### src/rtl/sys_arr_result_collector.sv
// Deskews the systolic array's column-skewed bottom-row sums into whole rows and
// buffers them in a FIFO for a valid/ready consumer. Optional macro: SYSARR_COLLECT_RELU_EN.
module sys_arr_result_collector #(
    parameter int WIDTH_HEIGHT = 2,
    parameter int FIFO_DEPTH   = 4
) (
    input  logic                      clk,
    input  logic                      rst_n,
    input  logic                      start,
    input  logic [7:0]                num_rows,
    input  logic [16*WIDTH_HEIGHT-1:0] maccin,
    input  logic [WIDTH_HEIGHT-1:0]   colvalid,
    output logic [16*WIDTH_HEIGHT-1:0] out_data,
    output logic [7:0]                out_row,
    output logic                      out_valid,
    input  logic                      out_ready,
    output logic                      busy,
    output logic                      done,
    output logic                      overflow,
    output logic                      skew_err,
    output logic [1:0]                fsm_state
);
    localparam int AW = $clog2(FIFO_DEPTH);
    localparam int DW = 16 * WIDTH_HEIGHT;
    localparam int EW = DW + 8;
    localparam logic [AW:0] PTR_ONE = 1;

    localparam logic [1:0] S_IDLE    = 2'd0;
    localparam logic [1:0] S_COLLECT = 2'd1;
    localparam logic [1:0] S_DRAIN   = 2'd2;

    // Stream contract: a row transfers on every cycle where out_valid && out_ready;
    // out_valid never depends on out_ready, and data/row stay stable until taken.

    logic [15:0]             al_lane [WIDTH_HEIGHT];
    logic [WIDTH_HEIGHT-1:0] al_valid;
    logic [DW-1:0]           al_row;
    logic                    aligned;
    logic                    partial;

    // Column j is delayed WIDTH_HEIGHT-1-j cycles so all lanes line up with the last one.
    for (genvar j = 0; j < WIDTH_HEIGHT; j++) begin : g_col
        localparam int STAGES = WIDTH_HEIGHT - 1 - j;
        if (STAGES == 0) begin : g_direct
            assign al_lane[j]  = maccin[16*j +: 16];
            assign al_valid[j] = colvalid[j];
        end else begin : g_delay
            logic [15:0]       sd [STAGES];
            logic [STAGES-1:0] sv;
            always_ff @(posedge clk or negedge rst_n) begin
                if (!rst_n) begin
                    for (int k = 0; k < STAGES; k++) sd[k] <= '0;
                    sv <= '0;
                end else begin
                    sd[0] <= maccin[16*j +: 16];
                    sv[0] <= colvalid[j];
                    for (int k = 1; k < STAGES; k++) begin
                        sd[k] <= sd[k-1];
                        sv[k] <= sv[k-1];
                    end
                end
            end
            assign al_lane[j]  = sd[STAGES-1];
            assign al_valid[j] = sv[STAGES-1];
        end
    end

    always_comb begin
        al_row = '0;
        for (int i = 0; i < WIDTH_HEIGHT; i++) al_row[16*i +: 16] = al_lane[i];
    end

    assign aligned = &al_valid;
    assign partial = (|al_valid) && !aligned;

    function automatic logic [DW-1:0] lane_fix(input logic [DW-1:0] r);
        logic [DW-1:0] v;
        v = r;
`ifdef SYSARR_COLLECT_RELU_EN
        for (int i = 0; i < WIDTH_HEIGHT; i++)
            if (r[16*i+15]) v[16*i +: 16] = 16'h0000;
`endif
        return v;
    endfunction

    logic [EW-1:0] mem [FIFO_DEPTH];
    logic [AW:0]   wr_ptr, rd_ptr, fifo_cnt;
    logic [EW-1:0] head, last_q;
    logic          empty, full, push, pop;
    logic [1:0]    state;
    logic [7:0]    captured_cnt, rows_q;

    assign fifo_cnt  = wr_ptr - rd_ptr;
    assign empty     = (wr_ptr == rd_ptr);
    assign full      = (wr_ptr[AW] != rd_ptr[AW]) && (wr_ptr[AW-1:0] == rd_ptr[AW-1:0]);
    assign pop       = !empty && out_ready;
    // A pop frees a slot in the same cycle, so a full FIFO can still accept.
    assign push      = (state == S_COLLECT) && aligned && (!full || pop);
    assign head      = mem[rd_ptr[AW-1:0]];
    assign out_valid = !empty;
    assign out_data  = empty ? last_q[DW-1:0] : head[DW-1:0];
    assign out_row   = empty ? last_q[EW-1:DW] : head[EW-1:DW];
    assign busy      = (state != S_IDLE);
    assign fsm_state = state;

    always_ff @(posedge clk or negedge rst_n) begin
        if (!rst_n) begin
            for (int k = 0; k < FIFO_DEPTH; k++) mem[k] <= '0;
            wr_ptr <= '0;
            rd_ptr <= '0;
            last_q <= '0;
        end else begin
            if (push) begin
                mem[wr_ptr[AW-1:0]] <= {captured_cnt, lane_fix(al_row)};
                wr_ptr <= wr_ptr + PTR_ONE;
            end
            if (pop) begin
                last_q <= head;
                rd_ptr <= rd_ptr + PTR_ONE;
            end
        end
    end

    always_ff @(posedge clk or negedge rst_n) begin
        if (!rst_n) begin
            state        <= S_IDLE;
            captured_cnt <= '0;
            rows_q       <= '0;
            done         <= 1'b0;
            overflow     <= 1'b0;
            skew_err     <= 1'b0;
        end else begin
            done <= 1'b0;
            if (partial) skew_err <= 1'b1;
            case (state)
                S_IDLE: begin
                    if (start && num_rows != 8'd0) begin
                        rows_q       <= num_rows;
                        captured_cnt <= '0;
                        overflow     <= 1'b0;
                        skew_err     <= 1'b0;
                        state        <= S_COLLECT;
                    end else if (start) begin
                        done <= 1'b1;
                    end
                end
                S_COLLECT: begin
                    if (aligned) begin
                        if (full && !pop) overflow <= 1'b1;
                        captured_cnt <= captured_cnt + 8'd1;
                        if (captured_cnt + 8'd1 == rows_q) state <= S_DRAIN;
                    end
                end
                S_DRAIN: begin
                    if (empty || (pop && fifo_cnt == PTR_ONE)) begin
                        done  <= 1'b1;
                        state <= S_IDLE;
                    end
                end
                default: state <= S_IDLE;
            endcase
        end
    end
endmodule

### config.mk
export PLATFORM = sky130hd
export DESIGN_NAME = sys_arr_result_collector
export DESIGN_NICKNAME = d
export VERILOG_FILES = /design/src/rtl/sys_arr_result_collector.sv
export SDC_FILE = /design/constraint.sdc
export NUM_CORES = 1
export LEC_CHECK = 0
export CORE_ASPECT_RATIO = 1.1
export CORE_MARGIN = 4
export CORE_UTILIZATION = 40
export CTS_BUF_LIST = sky130_fd_sc_hd__clkbuf_16
export CTS_CLUSTER_DIAMETER = 200
export DETAILED_ROUTE_END_ITERATION = 10
export PLACE_DENSITY = 0.65
export REMOVE_ABC_BUFFERS = 1
export SLEW_MARGIN = 20
export SYNTH_ARGS = -nofsm -noshare
export SYNTH_HDL_FRONTEND = slang
export SYNTH_SLANG_ARGS = --single-unit
export TNS_END_PERCENT = 1
### constraint.sdc
create_clock -name clk -period 3.5 [get_ports clk]
set_input_delay 0.35 -clock clk [delete_from_list [all_inputs] [get_ports clk]]
set_output_delay 0.35 -clock clk [all_outputs]
set_load 0.01 [all_outputs]
==> reports/results.ini, run 1 <==
[status]
status = complete, no violations

[floorplanning]
rows = 63
coreArea_mm2 = 0.0269
num_io_pins = 93
die_x_um = 165
die_area_mm2 = 0.0299
start_util_pct = 40.5
fp.dieH_um = 181

[yosys]
ys_warn_count = 0
synth.area.top_cells = dfrtp_1 56%, mux2_2 26%, mux4_2 8.3%
ys_seq_area_share_pct = 56.1
netlist_instances = 692
synth_edf_count = 0
synth_top_cell_by_area = dfrtp_1
synth.distinct_cells = 48
synth-seq-cells = 244
ys.flop_type = dfrtp_1
syn_area_mm2 = 0.0109
syn_area_per_cell_um2 = 15.7
synth_top_area_share_pct = 56.1
async_reset_ff_share_pct = 100

[finish]
layout_commonest_cell = mux2_2
fill_cells = 2268
n_antenna_cell = 0
area_growth_pct = 19.2
final_layout_size_suffix_gt1_share_pct = 44.1
regArea_mm2 = 0.00611
utilization_pct = 48.3
multi_input_area_mm2 = 0.00448
layout.nets = 841
mostFrequentLayoutCells = 247 x mux2_2, 242 x dfrtp_1, 91 x clkdlybuf4s50_1

[clocking]
cts_tree = built
cts.path.max_buffers = 3
cts_sinks = 244
root_buffer = clkbuf_16
cts-resized-gates = 0
cts_made_buffers = 27
insertion_delay_ns = 0.52
h-tree-depth = 1
post_cts_buffers = 0
path_clk_slew_ns = 0.06

[global_route]
gr-usage-met2_pct = 26.8
met3_usage_pct = 2.58
grt_pass1_wl_mm = 38.1
groute.usage.overall_pct = 15.8
grt_max_degree = 111
grt_overflow_total = 0
grt_busiest_layer = met2
met1_usage_pct = 21.4
antenna_found_initial = 1
grt_pass1_vias = 7121

[sta]
slew_headroom_pct = 52.8
hold_viol_final = 0
rsz0062_at_grt = no
setup_violations = 0
worst_pin_slew_ns = 0.708
post-route-period-util_pct = 92.6
max_freq_mhz = 309
setup_ws_ns = 0.260
slew_viol_final = 0
fin_crit_ns = 3.24
finalClockSkew_ns = 0.00928

[power_and_ir_drop]
power.density_mw_per_mm2 = 1010
totalPowerFinal_uw = 13000
p_leak_uw = 0.00562
peakVddDrop_mv = 0.504

[worst_setup_path]
critical_path_class = register to output port
worstPathRequired_ns = 3.15
start_kind = register
critical_path.endpoint_type = output port
crit_fanout = 25
worstPathArrival_ns = 2.89

[route]
totalWireLength_mm = 22.7
drc_errors = 0
first_pass_iters = 4
vias_per_cell = 5.24
drt_iter0_drc = 248
vias = 6077
ant_nets = 0
wl_per_cell_um = 19.6

[placement]
numPortBuffers = 92
hpwlAfterDp_mm = 14.4
dpl_worst_slack_ns = 0.739
finalWeightedCongestion = 0.761

[flow_run]
max-cap-violations = 0

[min_path]
min_path_type = primary input to register

==> power breakdown <==
part	switching (uW)	internal, uW	leakage, uW
logic	2310	3500	0.00219
clock network	1070	1530	0.000431
registers	649	3990	0.00301
total	4030	9010	0.00562
==> per-stage QoR <==
stage          cell area [um2]  std cells  hold WS [ns]  setup TNS, ns
2_1_floorplan            10600        647        0.0544         -92.02
3_5_place_dp             12200       1112         0.316              0
6_report                 13000       1159         0.263              0
3_3_place_gp             12200       1112         0.299              0
4_1_cts                  13000       1159         0.237              0
5_1_grt                  13000       1159         0.243              0
==> worst max-delay path, stage by stage, from the launching register on <==
cell	delay [ns]
dfrtp_4	0.49
buf_4	0.49
mux4_2	0.59
mux2_2	0.29
clkdlybuf4s50_1	0.48
==> sequential cells by signal, indices dropped and copies added (netlist names) <==
register	cells
wr_ptr	3
skew_err	1
done	1
rd_ptr	3
rows_q	8
g_col.g_delay.sv	1
last_q	40
mem	160
g_col.g_delay.sd	16
captured_cnt	8
fsm_state	2
overflow	1
==> synthesized netlist by cell type, drive strengths merged, types with 3 or more instances <==
cell / instances
a21oi: 5
buf: 34
clkbuf: 11
dfrtp: 244
ha: 9
inv: 6
mux2: 249
mux4: 40
nand2: 19
nand2b: 3
nand3: 7
nor2: 7
nor3: 3
o21ai: 9
xnor2: 11
xor2: 5
==> layer usage <==
metal | part of all wire [%] | vias to the layer above
met5 | 0.057 | -
met4 | 1.5 | 2
met3 | 4.4 | 33
met2 | 50 | 130
met1 | 44 | 3191
li1 | - | 2721
==> final cells by class <==
type / count / share of cell area, %
flip-flops and latches: 244 / 47.1
multi-input cells: 397 / 34.5
repair buffers: 109 / 8.53
clock buffers: 27 / 5.21
well taps: 357 / 3.44
clock inverters: 19 / 1.02
inverters: 6 / 0.174
==> kinds of logic after synthesis <==
logic type | count (synthesis) | share of synthesized area, %
adder cells (fa/ha/maj) | 10 | 1.22
AO/OA/AOI/OAI | 30 | 1.87
flip-flops | 244 | 56.1
multiplexers | 289 | 34.0
AND/OR/NAND/NOR | 52 | 2.54
buffers and inverters | 51 | 2.86
XOR/XNOR | 16 | 1.36
==> repair_timing <==
| action | in CTS | in global routing |
|---|---|---|
| setup endpoints to repair | 0 | 0 |
| hold endpoints to repair | 56 | 0 |
| hold buffers | 1 | 0 |
==> worst paths after layout <==
| kind | from | endpoint | slack, ns | depth (start not counted) |
|---|---|---|---|---|
| setup / recovery | rd_ptr[0] | out_data[7] | 0.26 | 4 |
| hold / removal | maccin[7] | g_col[0].g_delay.sd[7] | 0.26 | 1 |
| setup reg to reg | rd_ptr[0] | mem[120] | 0.89 | 7 |
| hold reg to reg | mem[8] | mem[8] | 0.50 | 1 |
| max in group asynchronous | rst_n | mem[20] | 2.19 | 3 |
| min in group asynchronous | rst_n | g_col[0].g_delay.sd[7] | 0.34 | 2 |
No activity file was read; power rests on OpenSTA's default activity.
==> inputs of run 2 (changes only) <==
--- a/config.mk
+++ b/config.mk
@@ -11,6 +11,7 @@
 export CTS_BUF_LIST = sky130_fd_sc_hd__clkbuf_16
 export CTS_CLUSTER_DIAMETER = 200
 export DETAILED_ROUTE_END_ITERATION = 10
+export GPL_TIMING_DRIVEN = 0
 export PLACE_DENSITY = 0.65
 export REMOVE_ABC_BUFFERS = 1
 export SLEW_MARGIN = 20
==> run 2 against run 1 <==
  * Clock skew down 0.0022 ns
  * Critical path type unchanged
  * Critical endpoint is now out_data[13]
  * Sequential power about the same
  * Design area is 0.85% higher
  * Power is 2.0% higher
  * Global-route usage grew 0.14 points
  * Largest cell class unchanged
  * Critical path depth grew 3
  * First-iteration DRC count rose by 20%
==> reports/results.ini, run 2 (synthesized netlist as in run 1, its figures left out) <==
[worst_setup_path]
r2r_start = rd_ptr[1]  ; was rd_ptr[0]
start_kind = register  ; unchanged
rr_worst_depth = 8  ; was 7
rr_endpoint = mem[8]  ; was mem[120]
worstPathArrival_ns = 3.02  ; was 2.89 ns
crit_fanout = 21  ; was 25
worstPathRequired_ns = 3.15  ; about the same
critical_path_class = register to output port  ; unchanged
critical_path.endpoint_type = output port  ; unchanged
r2r_slack_ns = 0.82  ; was 0.89 ns

[floorplanning]
coreArea_mm2 = 0.0269  ; unchanged
die_area_mm2 = 0.0299  ; unchanged
die_x_um = 165  ; unchanged
num_io_pins = 93  ; unchanged
fp.dieH_um = 181  ; unchanged
rows = 63  ; unchanged
start_util_pct = 40.5  ; unchanged

[global_route]
grt_pass1_vias = 7124  ; was 7121
antenna_found_initial = 0  ; was 1
grt_pass1_wl_mm = 38.1  ; about the same
groute.usage.overall_pct = 15.9  ; was 15.8%
grt_overflow_total = 0  ; unchanged
grt_max_degree = 106  ; was 111

[finish]
fill_cells = 2268  ; unchanged
reg_top3 = mem x160, last_q x40, g_col.g_delay.sd x16  ; unchanged
layout.nets = 835  ; was 841
n_antenna_cell = 0  ; unchanged
area_growth_pct = 20.2  ; was 19.2%
regArea_mm2 = 0.00611  ; about the same
top_register = mem  ; unchanged
mostFrequentLayoutCells = 247 x mux2_2, 242 x dfrtp_1, 91 x clkdlybuf4s50_1  ; unchanged
multi_input_area_mm2 = 0.00452  ; was 0.00448 mm2
layout_commonest_cell = mux2_2  ; unchanged
utilization_pct = 48.7  ; was 48.3%
final_layout_size_suffix_gt1_share_pct = 44.0  ; was 44.1%
largest_register_ffs = 160  ; unchanged

[route]
vias = 6120  ; was 6077
ant_nets = 0  ; unchanged
wl_per_cell_um = 20.3  ; was 19.6 um
vias_per_cell = 5.30  ; was 5.24
drt_iter0_drc = 298  ; was 248
totalWireLength_mm = 23.4  ; was 22.7 mm
first_pass_iters = 4  ; unchanged
drc_errors = 0  ; unchanged

[clocking]
path_clk_slew_ns = 0.06  ; about the same
cts_sinks = 244  ; unchanged
cts.path.max_buffers = 3  ; unchanged
h-tree-depth = 1  ; unchanged
cts-resized-gates = 0  ; unchanged
insertion_delay_ns = 0.52  ; about the same
cts_tree = built  ; unchanged
cts_made_buffers = 27  ; unchanged
root_buffer = clkbuf_16  ; unchanged

[power_and_ir_drop]
peakVddDrop_mv = 0.429  ; was 0.504 mV
p_leak_uw = 0.00569  ; was 0.00562 uW
power.density_mw_per_mm2 = 1020  ; was 1010 mW/mm2
totalPowerFinal_uw = 13300  ; was 13000 uW

[placement]
numPortBuffers = 92  ; unchanged
hpwlAfterDp_mm = 13.7  ; was 14.4 mm
finalWeightedCongestion = 0.765  ; was 0.761

[sta]
slew_headroom_pct = 48.0  ; was 52.8%
worst_pin_slew_ns = 0.778  ; was 0.708 ns
finalSetupTns_ns = 0  ; unchanged
finalClockSkew_ns = 0.00712  ; was 0.00928 ns
setup_violations = 0  ; unchanged
slew_viol_final = 0  ; unchanged
fin_crit_ns = 3.37  ; was 3.24 ns
timing.hold.ws_ns = 0.276  ; was 0.263 ns
rsz0062_at_grt = no  ; unchanged
max_freq_mhz = 297  ; was 309 MHz
hold_viol_final = 0  ; unchanged
post-route-period-util_pct = 96.2  ; was 92.6%

[min_path]
min_path_type = primary input to register  ; unchanged
hp-start = colvalid[0]  ; was maccin[7]
hold_end = g_col[0].g_delay.sv  ; was g_col[0].g_delay.sd[7]
hold_path_depth = 1  ; unchanged

[status]
status = complete, no violations  ; unchanged

[flow_run]
max-cap-violations = 0  ; unchanged

run 2: cell types whose count changed in the layout (fill, tap and decap cells not counted), sizes merged:
| cell | delta |
|---|---|
| buf | -8 |
| clkbuf | +2 |
| clkinv | +3 |
| inv | -1 |
run 2: timing repair:
item | 4_1_cts | 5_1_grt
setup buffers | 2 | 0
pin swaps | 0 | 0
endpoints found under the setup margin | 35 | 35
gates cloned | 0 | 2
hold endpoints to repair | 65 | 0
hold buffers | 1 | 0
run 2: stage by stage:
stage | worst slack (ns) | cells | area [um2]
4_1_cts | 0.0257 | 1153 | 13000
3_5_place_dp | 0.332 | 1102 | 12200
3_3_place_gp | -7.49 | 1096 | 12000
2_1_floorplan | -0.965 | 647 | 10600
6_report | 0.133 | 1155 | 13100
5_1_grt | 0.0152 | 1155 | 13100
run 2: worst max-delay path, stage by stage, from the launching register on:
cell,delay (ns)
dfrtp_4,0.50
buf_16,0.20
inv_1,0.06
ha_1,0.33
nand3_4,0.24
clkbuf_16,0.28
mux2_2,0.37
clkdlybuf4s50_1,0.48
run 2: layout make-up:
type,instances,area share [%]
Clock buffer,27,5.17
Multi-Input combinational cell,397,34.5
Sequential cell,244,46.7
Tap cell,357,3.41
Inverter,6,0.172
Timing Repair Buffer,103,8.92
Clock inverter,21,1.07
run 2: worst max path at each step:
stage / depth (start not counted) / start / to / slack, ns
2_1_floorplan: 4 / rd_ptr[0] / last_q[0] / -0.97
3_3_place_gp: 1 / rst_n / last_q[16] / -7.49
3_5_place_dp: 6 / rd_ptr[0] / out_row[3] / 0.33
4_1_cts: 7 / rd_ptr[1] / out_row[3] / 0.03
5_1_grt: 7 / rd_ptr[1] / out_data[4] / 0.02
6_report: 7 / rd_ptr[1] / out_data[13] / 0.13
run 2: metal layers:
metal / wire length, um / global-route usage, % / up-vias
met5: 0 / 0 / -
met4: 304 / 3.26 / 0
met3: 1210 / 2.78 / 30
met2: 12500 / 28.2 / 137
met1: 9480 / 20.4 / 3247
li1: - / - / 2706
run 2: power breakdown:
part / internal, uW / leakage [uW] / total [uW] / switching [uW]
Clock: 1530 / 0.000441 / 2620 / 1080
Sequential: 3990 / 0.00301 / 4650 / 663
Combinational: 3630 / 0.00224 / 6030 / 2400
==> RTL change 1: new RTL, flow settings as in run 2 <==
The option `SYSARR_COLLECT_RELU_EN` is turned on by a define.
--- a/src/rtl/sys_arr_result_collector.sv
+++ b/src/rtl/sys_arr_result_collector.sv
@@ -1,5 +1,7 @@
 // Deskews the systolic array's column-skewed bottom-row sums into whole rows and
 // buffers them in a FIFO for a valid/ready consumer. Optional macro: SYSARR_COLLECT_RELU_EN.
+`define SYSARR_COLLECT_RELU_EN
+
 module sys_arr_result_collector #(
     parameter int WIDTH_HEIGHT = 2,
     parameter int FIFO_DEPTH   = 4
Check against the original RTL: not equivalent (Yosys sat finds a counterexample within 4 cycles, from zero or initial values and one cycle with rst_n low).
==> RTL change 1 against run 2 <==
  * Sequential cell count shrank 10
  * Power shrank 14%
  * Non-clock buffer count shrank 1
  * Clock power shrank 6%
  * Area after synthesis shrank 1.6%
  * Wire length grew 0.44%
  * Synthesized cell count grew 34%
  * Cell area shrank 3.6%
  * First-iteration DRC count grew 21%
  * Sequential power shrank 10%
  * Clock skew is essentially flat
  * Register-to-register slack lost 210 ps
  * Worst setup slack gained 59 ps
  * Largest power group unchanged
==> RTL change 1: results (changes against run 2) <==
- WL/cell: 17.3 um (-15%)
- Post-DR vias/cell: 4.97 (-6.1%)
- Critical path origin: rd_ptr[0]
- CP Max Fanout: 42 (+100%)
- WHS Endpoint: g_col[0].g_delay.sd[10]
- Final nets: 1051 (+26%)
- Sequential area share after synthesis: 54.7% (-1.4 points)
- Reg2Reg Launch Point: wr_ptr[2]
- R2R Setup Slk: 610 ps (-210 ps)
- Syn Area/Cell: 11.5 um2 (-27%)
- Worst r2r path cells: 6 (-2)
- Clock skew: 6.83 ps (-0.289 ps)
- Crit path largest cell delay: 560 ps (+60 ps)
- IO buf count: 90 (-2.2%)
- Post-Route WL: 23500 um (+0.44%)
- Drt pass-1 iters: 6 (+2)
- Global-route usage over all layers: 16.0% (+0.070 points)
- Root buffer cell: clkbuf_16
- GP Congestion: 0.732 (-4.3%)
- Worst min path class: in2reg
- Combinational power share: 42.1% (-3.2 points)
- Worst-Skew Late Latency: 510 ps
- Outcome: finished clean
- Relative slew slack: 38.5% (-9.5 points)
- CTS buffer count: 25 (-7.4%)
- First-pass GRT wire length: 38100 um (+0.16%)
- Initial antenna violation count: 0 (unchanged)
- Initial DRC Count: 362 (+21%)
- Synth top area cells: dfrtp_1, nand2_1, mux4_2, mux2_4, o21ai_0
- Top_reg_cell synth: dfrtp_1
- Placed Area: 11700 um2 (-3.5%)
- DP HPWL: 13200 um (-3.9%)
- Hold path depth: 1 (unchanged)
- Tot Pwr: 11.5 mW (-14%)
- Seq. pwr: 4.18 mW (-10%)
- Largest net degree at the start of global routing: 86 (-19%)
- Commonest cells in the netlist: nand2_1, dfrtp_1, o21ai_0, mux2_4, mux4_2
- Proportion of layout cells with a drive suffix above 1: 16.7% (-27 points)
- Post-Place Cells: 1312 (+19%)
- Top delay family on crit path: buffers and inverters
- Worst r2r dst: last_q[4]
- Switching part of the total: 34.6% (+3.4 points)
- Diode count: 0 (unchanged)
- Max VDD drop: 390 uV (-9.0%)
- Number of global-route vias before repair: 7064 (-0.84%)
- Pre-CTS setup slack: -345 ps (-678 ps)
- HP Start: maccin[10]
- CP max stage cell: clkdlybuf4s50_1
- CP arrival: 2960 ps (-60 ps)
- Leak: 5.83 nW (+2.5%)
- Final hold slack: 271 ps (-4.36 ps)
- Top Registers: mem (152), last_q (38), g_col.g_delay.sd (16)
-- RTL change 1: cell types whose count changed after synthesis, moves of 4 or more --
cell,delta
clkbuf_1,+9
dfrtp_1,-10
o21ai_0,+115
nor3_1,+4
buf_4,-5
nand2_1,+252
mux2_2,-223
nand2b_1,+29
buf_12,+4
mux2_4,+47
buf_2,+7
-- RTL change 1: repair_timing --
item                                    4_1_cts  5_1_grt
pin swaps                                     0        1
endpoints found under the setup margin       79       10
endpoints found under the hold margin        75        0
gates resized for setup                       4        1
hold buffers                                  1        0
gates cloned                                  0        1
setup buffers                                 4        2
-- RTL change 1: kinds of logic after synthesis --
kind of cell	Yosys count	synth area share (%)
and+or+nand+nor	342	13.9
buffers and inverters	70	4.34
other	1	0.0350
AOI/OAI and AO/OA	147	7.52
xor gates and xnor gates	15	1.23
DFF	234	54.7
adders and majority gates	10	1.24
muxes	109	17.1
-- RTL change 1: metal layers --
metal,vias up,wire [um],part of all wire (%),GRT usage (%)
met5,-,0,0,0
met4,0,367,1.6,3.36
met3,30,1040,4.4,2.36
met2,128,11500,49,26.4
met1,3341,10600,45,22.6
li1,3286,-,-,-
-- RTL change 1: final cells by class --
class | instances | area, um2
Clock inverter | 19 | 133
Fill cell | 2449 | 13600
Tap cell | 352 | 440
Clock buffer | 25 | 626
Timing Repair Buffer | 102 | 1100
Inverter | 6 | 38.8
Multi-Input combinational cell | 626 | 4410
Sequential cell | 234 | 5860
-- RTL change 1: how the worst max path moves through the flow --
stage	depth (start not counted)	slack, ps	end
2_1_floorplan	5	-640	rd_ptr[1]
4_1_cts	8	50	out_row[2]
3_3_place_gp	1	-7990	g_col[0].g_delay.sv
6_report	8	190	out_row[2]
3_5_place_dp	7	-350	last_q[2]
5_1_grt	8	60	out_row[2]
==> RTL change 2: new RTL, settings of run 2 <==
Made on the original files. Register the output `overflow` once more, with the module's reset; this adds one clock of latency there. The other outputs are not delayed to match.
--- a/src/rtl/sys_arr_result_collector.sv
+++ b/src/rtl/sys_arr_result_collector.sv
@@ -28,6 +28,8 @@
     localparam logic [1:0] S_IDLE    = 2'd0;
     localparam logic [1:0] S_COLLECT = 2'd1;
     localparam logic [1:0] S_DRAIN   = 2'd2;
+
+    logic overflow_s0;
 
     // Stream contract: a row transfers on every cycle where out_valid && out_ready;
     // out_valid never depends on out_ready, and data/row stay stable until taken.
@@ -127,7 +129,7 @@
             captured_cnt <= '0;
             rows_q       <= '0;
             done         <= 1'b0;
-            overflow     <= 1'b0;
+            overflow_s0  <= 1'b0;
             skew_err     <= 1'b0;
         end else begin
             done <= 1'b0;
@@ -137,7 +139,7 @@
                     if (start && num_rows != 8'd0) begin
                         rows_q       <= num_rows;
                         captured_cnt <= '0;
-                        overflow     <= 1'b0;
+                        overflow_s0  <= 1'b0;
                         skew_err     <= 1'b0;
                         state        <= S_COLLECT;
                     end else if (start) begin
@@ -146,7 +148,7 @@
                 end
                 S_COLLECT: begin
                     if (aligned) begin
-                        if (full && !pop) overflow <= 1'b1;
+                        if (full && !pop) overflow_s0 <= 1'b1;
                         captured_cnt <= captured_cnt + 8'd1;
                         if (captured_cnt + 8'd1 == rows_q) state <= S_DRAIN;
                     end
@@ -161,5 +163,13 @@
             endcase
         end
     end
+    always_ff @(posedge clk or negedge rst_n) begin
+        if (!rst_n) begin
+            overflow <= '0;
+        end else begin
+            overflow <= overflow_s0;
+        end
+    end
+
 endmodule
 
Formal check against the unedited RTL: not equivalent (Yosys sat finds a counterexample within 10 cycles, from zero or initial values and one cycle with rst_n low).
==> RTL change 2 against run 2 <==
  * Sequential share of layout area fell by 0.19 points
  * Cell count down 0.43%
  * Power hardly changed
  * Worst setup slack improved by 23 ps
  * Largest cell class unchanged
  * Global-route usage decreased by 0.43 points
  * Fmax is 0.69% higher
  * Worst hold slack worse by 14 ps
  * Wire length increased by 0.67%
  * Combinational power shrank 2%
  * Area after synthesis rose by 2.0%
  * Cell area is 0.82% higher
  * Sequential cell count grew 1
  * Critical path depth down 2
  * Synthesized cell count fell by 1.2%
==> RTL change 2: results (changes against run 2) <==
- Via count: 6052 (-1.1%)
- Relative slew slack: 42.0% (-6.0 points)
- Leak: 5.85 nW (+2.8%)
- Max VDD drop: 497 uV (+16%)
- Diode count: 0 (unchanged)
- Cell variety after synth: 45 (-6.3%)
- CP arrival: 2990 ps (-30 ps)
- CTS buffer count: 27 (unchanged)
- Worst-Skew Late Latency: 530 ps
- H-tree levels: 1 (unchanged)
- Yosys warns: 0 (unchanged)
- Clk power: 2.64 mW
- Clock skew: 17.8 ps (+10.7 ps)
- First-pass GRT wire length: 38300 um (+0.53%)
- Outcome: finished clean
- GP Congestion: 0.832 (+8.7%)
- DP HPWL: 13900 um (+0.97%)
- Synth top area cells: dfrtp_1, mux2_2, mux4_2, mux2_4, mux2_1
- Clock power frac: 19.9% (+0.2 points)
- Initial antenna violation count: 0 (unchanged)
- Proportion of layout cells with a drive suffix above 1: 40.5% (-3.5 points)
- CP Max Fanout: 35 (+67%)
- Number of global-route vias before repair: 6941 (-2.6%)
- R2R Setup Slk: 760 ps (-60 ps)
- Sequential area share after synthesis: 55.2% (-0.89 points)
- Clock transition at path regs: 60 ps (about the same)
- Final hold slack: 261 ps (-14.4 ps)
- Initial DRC Count: 360 (+21%)
- IO buf count: 92 (unchanged)
- Drt pass-1 iters: 4 (unchanged)
- Commonest cells in the netlist: dfrtp_1, mux2_2, mux2_4, mux4_2, mux2_1
- Combinational power: 5.89 mW (-2%)
- Global-route usage over all layers: 15.5% (-0.43 points)
- Largest net degree at the start of global routing: 96 (-9.4%)
- Root buffer cell: clkbuf_16
- Final min period: 3340 ps (-23.0 ps)
- HP Start: maccin[7]
- P_int: 9.16 mW (about the same)
- Crit path largest cell delay: 640 ps (+140 ps)
- Final nets: 828 (-0.84%)
- Worst min path class: in2reg
- Asr flop ratio synth: 100% (unchanged)
- CP max stage cell: dfrtp_4
- Critical path origin: rd_ptr[0]
- Post-Route WL: 23600 um (+0.67%)
- Top Registers: mem (160), last_q (40), g_col.g_delay.sd (16)
- Pre-CTS setup slack: 294 ps (-38.1 ps)
- Clk buf depth: 3 (unchanged)
[RTL change 2: what timing repair did]
item / in CTS / in global routing
resized for setup: 0 / 0
endpoints found under the hold margin: 90 / 0
endpoints found under the setup margin: 34 / 0
hold buffers: 1 / 0
setup buffers: 2 / 0
[RTL change 2: worst paths after layout]
path                                               end  depth (start not counted)
max in group asynchronous                    rd_ptr[0]                          3
min in group asynchronous                      mem[61]                          2
worst min register to register                overflow                          0
worst max-delay path                        out_row[1]                          5
worst min-delay path            g_col[0].g_delay.sd[7]                          1
worst max register to register                 mem[10]                          6
[RTL change 2: logic make-up after synthesis]
| kind of cell | synth area share, % |
|---|---|
| multiplexers | 34.9 |
| buffers and inverters | 3.06 |
| AO/OA/AOI/OAI | 1.21 |
| XOR/XNOR | 1.49 |
| flip-flops | 55.2 |
| adder cells (fa/ha/maj) | 1.19 |
| AND/OR/NAND/NOR | 2.92 |
[RTL change 2: through the flow]
step	cells	area [um2]	utilization, %
after floorplan	643	10800	-
after global placement	1092	12200	44.7
after detailed placement	1097	12300	45.3
after CTS	1150	13200	48.5
after global routing	1150	13200	48.5
final	1150	13200	48.5
[RTL change 2: per-layer routing]
metal  global-route usage [%]  up-vias  part of all wire [%]
met1                     20.7     3228                    44
met4                     4.06        0                   2.0
met2                     26.6      116                    50
met5                        0        -                     0
li1                         -     2676                     -
met3                     2.46       32                   4.2
[RTL change 2: critical path, delay by kind of cell (launching register included)]
kind	cells	cell delay [ps]
adders and majority gates	1	410
buffers and inverters	2	780
DFF	1	640
muxes	1	410
and+or+nand+nor	1	210
[RTL change 2: final cells by class]
class,count,area [um2]
flip-flops and latches,245,6140
inverters,6,22.5
repair buffers,100,1100
clock inverters,23,149
multi-input cells,392,4650
well taps,357,447
fillers,2332,14000
clock buffers,27,676
